[src/rtl/car_id_pkg.sv]
// Shared constants for the car-ID colour region detector: output modes and reset-time thresholds.
package car_id_pkg;

   localparam logic [1:0] MODE_BINARY = 2'd0;
   localparam logic [1:0] MODE_RGB    = 2'd1;
   localparam logic [1:0] MODE_GRAY   = 2'd2;
   localparam logic [1:0] MODE_BYPASS = 2'd3;

   localparam int unsigned DEF_Y_LO  = 35;
   localparam int unsigned DEF_Y_HI  = 60;
   localparam int unsigned DEF_CB_LO = 150;
   localparam int unsigned DEF_CB_HI = 198;
   localparam int unsigned DEF_CR_LO = 60;
   localparam int unsigned DEF_CR_HI = 125;

endpackage

[src/rtl/car_id_window_cmp.sv]
// Registered strict window test lo < comp < hi for one colour component.
module car_id_window_cmp #(
   parameter int unsigned DW = 8
) (
   input  logic          pix_clk,
   input  logic          reset,
   input  logic [DW-1:0] comp,
   input  logic [DW-1:0] win_lo,
   input  logic [DW-1:0] win_hi,
   output logic          in_win
);

   always_ff @(posedge pix_clk or posedge reset) begin
      if (reset) begin
         in_win <= 1'b0;
      end else begin
         in_win <= (comp > win_lo) && (comp < win_hi);
      end
   end

endmodule

[src/rtl/car_id_region_detect.sv]
// Runtime-programmable YCbCr window classifier with mode-selected output stream and
// per-frame hit count / bounding-box statistics.
module car_id_region_detect
   import car_id_pkg::MODE_BINARY, car_id_pkg::MODE_RGB, car_id_pkg::MODE_GRAY, car_id_pkg::MODE_BYPASS;
#(
   parameter int unsigned DW        = 8,
   parameter int unsigned XW        = 11,
   parameter int unsigned YW        = 11,
   parameter int unsigned CW        = 22,
   parameter logic        VS_POL    = 1'b1,
   parameter int unsigned DEF_Y_LO  = car_id_pkg::DEF_Y_LO,
   parameter int unsigned DEF_Y_HI  = car_id_pkg::DEF_Y_HI,
   parameter int unsigned DEF_CB_LO = car_id_pkg::DEF_CB_LO,
   parameter int unsigned DEF_CB_HI = car_id_pkg::DEF_CB_HI,
   parameter int unsigned DEF_CR_LO = car_id_pkg::DEF_CR_LO,
   parameter int unsigned DEF_CR_HI = car_id_pkg::DEF_CR_HI
) (
   input  logic            pix_clk,
   input  logic            reset,
   input  logic [3*DW-1:0] i_rgb,
   input  logic [3*DW-1:0] i_gray,
   input  logic [3*DW-1:0] i_ycbcr,
   input  logic            i_h_sync,
   input  logic            i_v_sync,
   input  logic            i_de,
   input  logic [DW-1:0]   cfg_y_lo,
   input  logic [DW-1:0]   cfg_y_hi,
   input  logic [DW-1:0]   cfg_cb_lo,
   input  logic [DW-1:0]   cfg_cb_hi,
   input  logic [DW-1:0]   cfg_cr_lo,
   input  logic [DW-1:0]   cfg_cr_hi,
   input  logic            cfg_y_en,
   input  logic [1:0]      cfg_mode,
   output logic [3*DW-1:0] o_pix,
   output logic            o_hit,
   output logic            o_h_sync,
   output logic            o_v_sync,
   output logic            o_de,
   output logic            stat_valid,
   output logic [CW-1:0]   stat_count,
   output logic            stat_empty,
   output logic [XW-1:0]   stat_xmin,
   output logic [XW-1:0]   stat_xmax,
   output logic [YW-1:0]   stat_ymin,
   output logic [YW-1:0]   stat_ymax
);

   localparam int unsigned PW = 3 * DW;

   logic            vs_prev;
   logic            de_prev;
   logic            fb_c;

   logic [DW-1:0]   act_y_lo, act_y_hi, act_cb_lo, act_cb_hi, act_cr_lo, act_cr_hi;
   logic            act_y_en;
   logic [1:0]      act_mode;

   logic [XW-1:0]   x_cnt;
   logic [YW-1:0]   y_cnt;

   logic            y_ok, cb_ok, cr_ok;
   logic [PW-1:0]   rgb_s1, gray_s1;
   logic            de_s1, hs_s1, vs_s1, fb_s1, y_en_s1;
   logic [1:0]      mode_s1;
   logic [XW-1:0]   x_s1;
   logic [YW-1:0]   y_s1;
   logic            hit_s1;

   logic [CW-1:0]   acc_cnt, nxt_cnt;
   logic            acc_any, nxt_any;
   logic [XW-1:0]   acc_xmin, acc_xmax, nxt_xmin, nxt_xmax;
   logic [YW-1:0]   acc_ymin, acc_ymax, nxt_ymin, nxt_ymax;

   logic [PW-1:0]   pix_c;

   // Frame boundary: first cycle of i_v_sync at its active level.
   assign fb_c = (i_v_sync == VS_POL) && (vs_prev != VS_POL);

   always_ff @(posedge pix_clk or posedge reset) begin
      if (reset) begin
         vs_prev <= ~VS_POL;
         de_prev <= 1'b0;
      end else begin
         vs_prev <= i_v_sync;
         de_prev <= i_de;
      end
   end

   // Shadow configuration becomes active only at a frame boundary.
   always_ff @(posedge pix_clk or posedge reset) begin
      if (reset) begin
         act_y_lo  <= DW'(DEF_Y_LO);
         act_y_hi  <= DW'(DEF_Y_HI);
         act_cb_lo <= DW'(DEF_CB_LO);
         act_cb_hi <= DW'(DEF_CB_HI);
         act_cr_lo <= DW'(DEF_CR_LO);
         act_cr_hi <= DW'(DEF_CR_HI);
         act_y_en  <= 1'b0;
         act_mode  <= MODE_BINARY;
      end else if (fb_c) begin
         act_y_lo  <= cfg_y_lo;
         act_y_hi  <= cfg_y_hi;
         act_cb_lo <= cfg_cb_lo;
         act_cb_hi <= cfg_cb_hi;
         act_cr_lo <= cfg_cr_lo;
         act_cr_hi <= cfg_cr_hi;
         act_y_en  <= cfg_y_en;
         act_mode  <= cfg_mode;
      end
   end

   // Pixel coordinates of the current input sample; saturate at all ones.
   always_ff @(posedge pix_clk or posedge reset) begin
      if (reset) begin
         x_cnt <= '0;
         y_cnt <= '0;
      end else if (fb_c) begin
         x_cnt <= '0;
         y_cnt <= '0;
      end else if (i_de) begin
         if (x_cnt != '1) begin
            x_cnt <= x_cnt + XW'(1);
         end
      end else if (de_prev) begin
         x_cnt <= '0;
         if (y_cnt != '1) begin
            y_cnt <= y_cnt + YW'(1);
         end
      end
   end

   car_id_window_cmp #(.DW(DW)) u_cmp_y (
      .pix_clk (pix_clk),
      .reset   (reset),
      .comp    (i_ycbcr[PW-1:2*DW]),
      .win_lo  (act_y_lo),
      .win_hi  (act_y_hi),
      .in_win  (y_ok)
   );

   car_id_window_cmp #(.DW(DW)) u_cmp_cb (
      .pix_clk (pix_clk),
      .reset   (reset),
      .comp    (i_ycbcr[2*DW-1:DW]),
      .win_lo  (act_cb_lo),
      .win_hi  (act_cb_hi),
      .in_win  (cb_ok)
   );

   car_id_window_cmp #(.DW(DW)) u_cmp_cr (
      .pix_clk (pix_clk),
      .reset   (reset),
      .comp    (i_ycbcr[DW-1:0]),
      .win_lo  (act_cr_lo),
      .win_hi  (act_cr_hi),
      .in_win  (cr_ok)
   );

   // Stage 1: delay everything that travels alongside the compare results.
   always_ff @(posedge pix_clk or posedge reset) begin
      if (reset) begin
         rgb_s1  <= '0;
         gray_s1 <= '0;
         de_s1   <= 1'b0;
         hs_s1   <= 1'b0;
         vs_s1   <= 1'b0;
         fb_s1   <= 1'b0;
         y_en_s1 <= 1'b0;
         mode_s1 <= MODE_BINARY;
         x_s1    <= '0;
         y_s1    <= '0;
      end else begin
         rgb_s1  <= i_rgb;
         gray_s1 <= i_gray;
         de_s1   <= i_de;
         hs_s1   <= i_h_sync;
         vs_s1   <= i_v_sync;
         fb_s1   <= fb_c;
         y_en_s1 <= act_y_en;
         mode_s1 <= act_mode;
         x_s1    <= x_cnt;
         y_s1    <= y_cnt;
      end
   end

   assign hit_s1 = de_s1 & cb_ok & cr_ok & (~y_en_s1 | y_ok);

   // Accumulator update including the current stage-1 hit.
   always_comb begin
      nxt_cnt  = acc_cnt;
      nxt_any  = acc_any;
      nxt_xmin = acc_xmin;
      nxt_xmax = acc_xmax;
      nxt_ymin = acc_ymin;
      nxt_ymax = acc_ymax;
      if (hit_s1) begin
         if (acc_cnt != '1) begin
            nxt_cnt = acc_cnt + CW'(1);
         end
         nxt_any = 1'b1;
         if (!acc_any) begin
            nxt_xmin = x_s1;
            nxt_xmax = x_s1;
            nxt_ymin = y_s1;
            nxt_ymax = y_s1;
         end else begin
            if (x_s1 < acc_xmin) nxt_xmin = x_s1;
            if (x_s1 > acc_xmax) nxt_xmax = x_s1;
            if (y_s1 < acc_ymin) nxt_ymin = y_s1;
            if (y_s1 > acc_ymax) nxt_ymax = y_s1;
         end
      end
   end

   // Close the frame at the stage-1 image of the boundary; otherwise keep accumulating.
   always_ff @(posedge pix_clk or posedge reset) begin
      if (reset) begin
         acc_cnt    <= '0;
         acc_any    <= 1'b0;
         acc_xmin   <= '0;
         acc_xmax   <= '0;
         acc_ymin   <= '0;
         acc_ymax   <= '0;
         stat_valid <= 1'b0;
         stat_count <= '0;
         stat_empty <= 1'b0;
         stat_xmin  <= '0;
         stat_xmax  <= '0;
         stat_ymin  <= '0;
         stat_ymax  <= '0;
      end else if (fb_s1) begin
         acc_cnt    <= '0;
         acc_any    <= 1'b0;
         acc_xmin   <= '0;
         acc_xmax   <= '0;
         acc_ymin   <= '0;
         acc_ymax   <= '0;
         stat_valid <= 1'b1;
         stat_count <= nxt_cnt;
         stat_empty <= ~nxt_any;
         stat_xmin  <= nxt_xmin;
         stat_xmax  <= nxt_xmax;
         stat_ymin  <= nxt_ymin;
         stat_ymax  <= nxt_ymax;
      end else begin
         acc_cnt    <= nxt_cnt;
         acc_any    <= nxt_any;
         acc_xmin   <= nxt_xmin;
         acc_xmax   <= nxt_xmax;
         acc_ymin   <= nxt_ymin;
         acc_ymax   <= nxt_ymax;
         stat_valid <= 1'b0;
      end
   end

   // Output pixel selection; blanking always forces zero.
   always_comb begin
      pix_c = '0;
      if (de_s1) begin
         if (mode_s1 == MODE_BYPASS) begin
            pix_c = rgb_s1;
         end else if (!hit_s1) begin
            pix_c = '1;
         end else if (mode_s1 == MODE_RGB) begin
            pix_c = rgb_s1;
         end else if (mode_s1 == MODE_GRAY) begin
            pix_c = gray_s1;
         end else begin
            pix_c = '0;
         end
      end
   end

   // Stage 2: registered output stream.
   always_ff @(posedge pix_clk or posedge reset) begin
      if (reset) begin
         o_pix    <= '0;
         o_hit    <= 1'b0;
         o_h_sync <= 1'b0;
         o_v_sync <= 1'b0;
         o_de     <= 1'b0;
      end else begin
         o_pix    <= pix_c;
         o_hit    <= hit_s1;
         o_h_sync <= hs_s1;
         o_v_sync <= vs_s1;
         o_de     <= de_s1;
      end
   end

endmodule

[config.mk]
export PLATFORM = sky130hd
export DESIGN_NAME = car_id_region_detect
export DESIGN_NICKNAME = d
export VERILOG_FILES = /design/src/rtl/car_id_pkg.sv /design/src/rtl/car_id_window_cmp.sv /design/src/rtl/car_id_region_detect.sv
export SDC_FILE = /design/constraint.sdc
export NUM_CORES = 1
export LEC_CHECK = 0
export ABC_AREA = 1
export CORE_ASPECT_RATIO = 2
export CORE_UTILIZATION = 61
export CTS_BUF_LIST = sky130_fd_sc_hd__clkbuf_2 sky130_fd_sc_hd__clkbuf_4 sky130_fd_sc_hd__clkbuf_8
export CTS_CLUSTER_DIAMETER = 150
export CTS_CLUSTER_SIZE = 10
export DETAILED_ROUTE_END_ITERATION = 10
export PLACE_DENSITY = 0.91
export SLEW_MARGIN = 20
export SYNTH_ARGS = -nofsm -noshare
export SYNTH_HDL_FRONTEND = slang
export SYNTH_SLANG_ARGS = --single-unit
[constraint.sdc]
create_clock -name pix_clk -period 27.7 [get_ports pix_clk]
set_clock_uncertainty 0.1 [all_clocks]
set_input_delay 8.31 -clock pix_clk [delete_from_list [all_inputs] [get_ports pix_clk]]
set_output_delay 8.31 -clock pix_clk [all_outputs]
set_load 0.02 [all_outputs]
==> summary.json <==
{
  "status": {"value": "complete, no violations"},
  "timing.reg2reg.worst_path_depth": {"value": 7},
  "synth_top_cell_by_area": {"value": "dfrtp_1"},
  "top_count_cell_post_synth": {"value": "nand2_1"},
  "path_max_fanout": {"value": 101},
  "tightest_slew": {"value": 0.968, "unit": "ns"},
  "crit_path_time_final": {"value": 10.85, "unit": "ns"},
  "syn-cell-area": {"value": 14900, "unit": "sq um"},
  "fp-row-count": {"value": 80},
  "number_of_flops_mapped_to_enable_cells_by_yosys": {"value": 0},
  "final_max_slew_viol_count": {"value": 0},
  "antenna_violating_nets_post_route": {"value": 0},
  "drt_drc_violations_left": {"value": 0},
  "cts_max_level": {"value": 2},
  "synth.cells.most_frequent": {"value": "nand2_1 (550), dfrtp_1 (291), inv_1 (171)"},
  "globalRoute.totalOverflow": {"value": 0},
  "gp_routability_congestion": {"value": 0.910},
  "worstHoldPathType": {"value": "reg2reg"},
  "setup.worst_path.start_class": {"value": "primary input"},
  "cts_tree": {"value": "done"},
  "synth_top_area_share": {"value": 49.0, "unit": "%"},
  "vdd_drop_max": {"value": 0.0517, "unit": "mV"},
  "avgViaCountPerCell": {"value": 5.52},
  "synth_flop_cell": {"value": "dfrtp_1"},
  "critPathLaunch": {"value": "i_v_sync"},
  "synthDistinctLibCells": {"value": 41},
  "numClockSinks": {"value": 316},
  "min_from": {"value": "hs_s1"},
  "post_synthesis_net_count": {"value": 1937},
  "finalWirelength": {"value": 36.0, "unit": "mm"},
  "start_util": {"value": 62.1, "unit": "%"},
  "cp.arrival": {"value": 11.20, "unit": "ns"},
  "finalSetupViolCount": {"value": 0},
  "slew_headroom": {"value": 35.5, "unit": "%"},
  "yosysWarningCount": {"value": 0},
  "final_nets": {"value": 2138},
  "clk-insertion-delay-late": {"value": 0.57, "unit": "ns"},
  "ios": {"value": 224},
  "reg2reg_start": {"value": "vs_s1"},
  "cellLeakagePower": {"value": 0.00875, "unit": "uW"},
  "ranking_of_synthesized_cells_by_area": {"value": "dfrtp_1 (49%), nand2_1 (14%), ha_1 (7.6%)"},
  "totalNegativeSetupSlack": {"value": 0, "unit": "ns"},
  "detail_route.iter0.violations": {"value": 802},
  "setup.worst_path.end_class": {"value": "register"},
  "ctsRootBufferMaster": {"value": "clkbuf_8"},
  "drt_pre_antenna_iters": {"value": 5},
  "cts_hold_buf": {"value": 0},
  "timing_worst_setup_path_type": {"value": "in2reg"},
  "timing.hold.ws": {"value": 0.252, "unit": "ns"},
  "portion_of_the_post_synthesis_area_used_by_sequential_elements": {"value": 53.4, "unit": "%"},
  "required": {"value": 28.05, "unit": "ns"},
  "place_hpwl": {"value": 25.4, "unit": "mm"},
  "postSynth.asyncResetShare": {"value": 100, "unit": "%"},
  "final_min_period_over_clock_period": {"value": 39.2, "unit": "%"},
  "first_pass_grt_wire_length": {"value": 59.1, "unit": "mm"},
  "endpoints_failing_hold": {"value": 0},
  "routed-via-count": {"value": 12300},
  "io_buffer_count": {"value": 223},
  "gr-usage-all-layers": {"value": 29.9, "unit": "%"},
  "postSynthCellCount": {"value": 1719},
  "clk_pin_slew": {"value": 0.07, "unit": "ns"},
  "placeableCoreArea": {"value": 23900, "unit": "sq um"},
  "vias_in_the_first_global_route": {"value": 12500},
  "unrepaired_setup_endpoints_after_global_routing": {"value": "no"},
  "synth.ff_latch_count": {"value": 316},
  "max_freq": {"value": 92.2, "unit": "MHz"},
  "postCtsSetupRepairBufs": {"value": 0},
  "area.growth.synth_to_final": {"value": 20.8, "unit": "%"},
  "clockBufferDepth": {"value": 3},
  "grt_max_degree": {"value": 174},
  "number_of_buffers_created_by_cts": {"value": 37},
  "cap_violations": {"value": 0},
  "cts.repair.resized": {"value": 0},
  "die_h": {"value": 223, "unit": "um"},
  "pwr_density_cell": {"value": 62.7, "unit": "nW/um^2"},
  "worstHoldPathCells": {"value": 0},
  "antenna_found_initial": {"value": 3},
  "routedWlPerCell": {"value": 16.1, "unit": "um"},
  "drive_above_1_share": {"value": 6.91, "unit": "%"},
  "die_w": {"value": 112, "unit": "um"},
  "fp.dieArea": {"value": 25000, "unit": "sq um"},
  "syn_area_per_cell": {"value": 8.65, "unit": "sq um"}
}
worst max-delay path, cell delays in order:
cell             delay, ns
clkdlybuf4s50_1       0.49
inv_1                 0.09
nor2_4                0.08
buf_4                 0.67
inv_1                 0.63
nand2_1               0.40
clkinv_1              0.29
nand2_1               0.12
o21ai_0               0.09
power breakdown:
group	switching (uW)	leakage (uW)	internal, uW
Combinational	149	0.00434	109
Sequential	33.3	0.00405	516
Clock	162	0.000360	155
Total	345	0.00875	781
stage by stage:
| stage | setup WS, ns | std cells | power [uW] | instance area [sq um] | utilization, % |
|---|---|---|---|---|---|
| CTS | 16.85 | 2225 | 1130 | 17900 | 75.0 |
| detailed placement | 16.29 | 2168 | 814 | 17300 | 72.1 |
| global route | 16.55 | 2228 | 1180 | 17900 | 75.0 |
| finish | 16.85 | 2229 | 1130 | 17900 | 75.0 |
| floorplan | 10.59 | 1719 | 708 | 14900 | - |
| global placement | 16.46 | 2168 | 800 | 17300 | 72.1 |
worst paths after layout:
path                           endpoint  slack (ns)
setup / recovery               y_cnt[3]       16.85
hold / removal                 o_h_sync        0.25
setup reg to reg               y_cnt[3]       24.74
hold reg to reg                o_h_sync        0.25
max in group asynchronous         hs_s1       17.86
min in group asynchronous  act_cb_lo[3]        8.22
metal layers:
layer / vias up / wire, um / track usage (%)
met2: 430 / 19400 / 54.8
met3: 137 / 1610 / 4.47
met1: 5858 / 12700 / 31.6
met5: - / 0 / 0
li1: 5885 / - / -
met4: 0 / 2240 / 19.1
flip-flops by register name (all words and copies together), names as in the netlist, 11 cells and up:
signal and cells:
stat_ymax 11, y_cnt 11, x_cnt 11, stat_xmax 11
gray_s1 24, acc_cnt 22, acc_ymax 11, y_s1 11
acc_xmin 11, stat_xmin 11, o_pix 24, acc_ymin 11
acc_xmax 11, rgb_s1 24, x_s1 11, stat_count 22
stat_ymin 11
cell usage in the layout, fill, tap and decap left out, drive strengths merged, types with 25 or more instances in the layout:
master | synthesis | routed
dfrtp | 291 | 291
a21oi | 68 | 68
ha | 90 | 90
nand3 | 136 | 136
clkbuf | 42 | 53
nand4 | 34 | 34
dfstp | 25 | 25
nor2 | 124 | 124
o21ai | 87 | 87
clkdlybuf4s50 | 0 | 223
nand2 | 554 | 554
inv | 175 | 176
final cells by class:
cell class              instances  area [sq um]
fillers                      1648          5980
repair buffers                228          2280
multi-input cells            1161          6000
inverters                     176           671
clock inverters                 4          56.3
diodes                          4          10.0
clock buffers                  53           629
well taps                     287           359
flip-flops and latches        316          7940
kinds of logic (layout without fill, tap and decap cells):
kind of cell | count (synthesis) | count (layout) | synth area share (%)
AO/OA/AOI/OAI | 173 | 173 | 6.19
XOR/XNOR | 20 | 20 | 1.23
adder cells (fa/ha/maj) | 90 | 90 | 7.58
buffers and inverters | 242 | 461 | 6.34
flip-flops | 316 | 316 | 53.4
other | 0 | 4 | 0
AND/OR/NAND/NOR | 878 | 878 | 25.3
No activity file was read; power rests on OpenSTA's default activity.
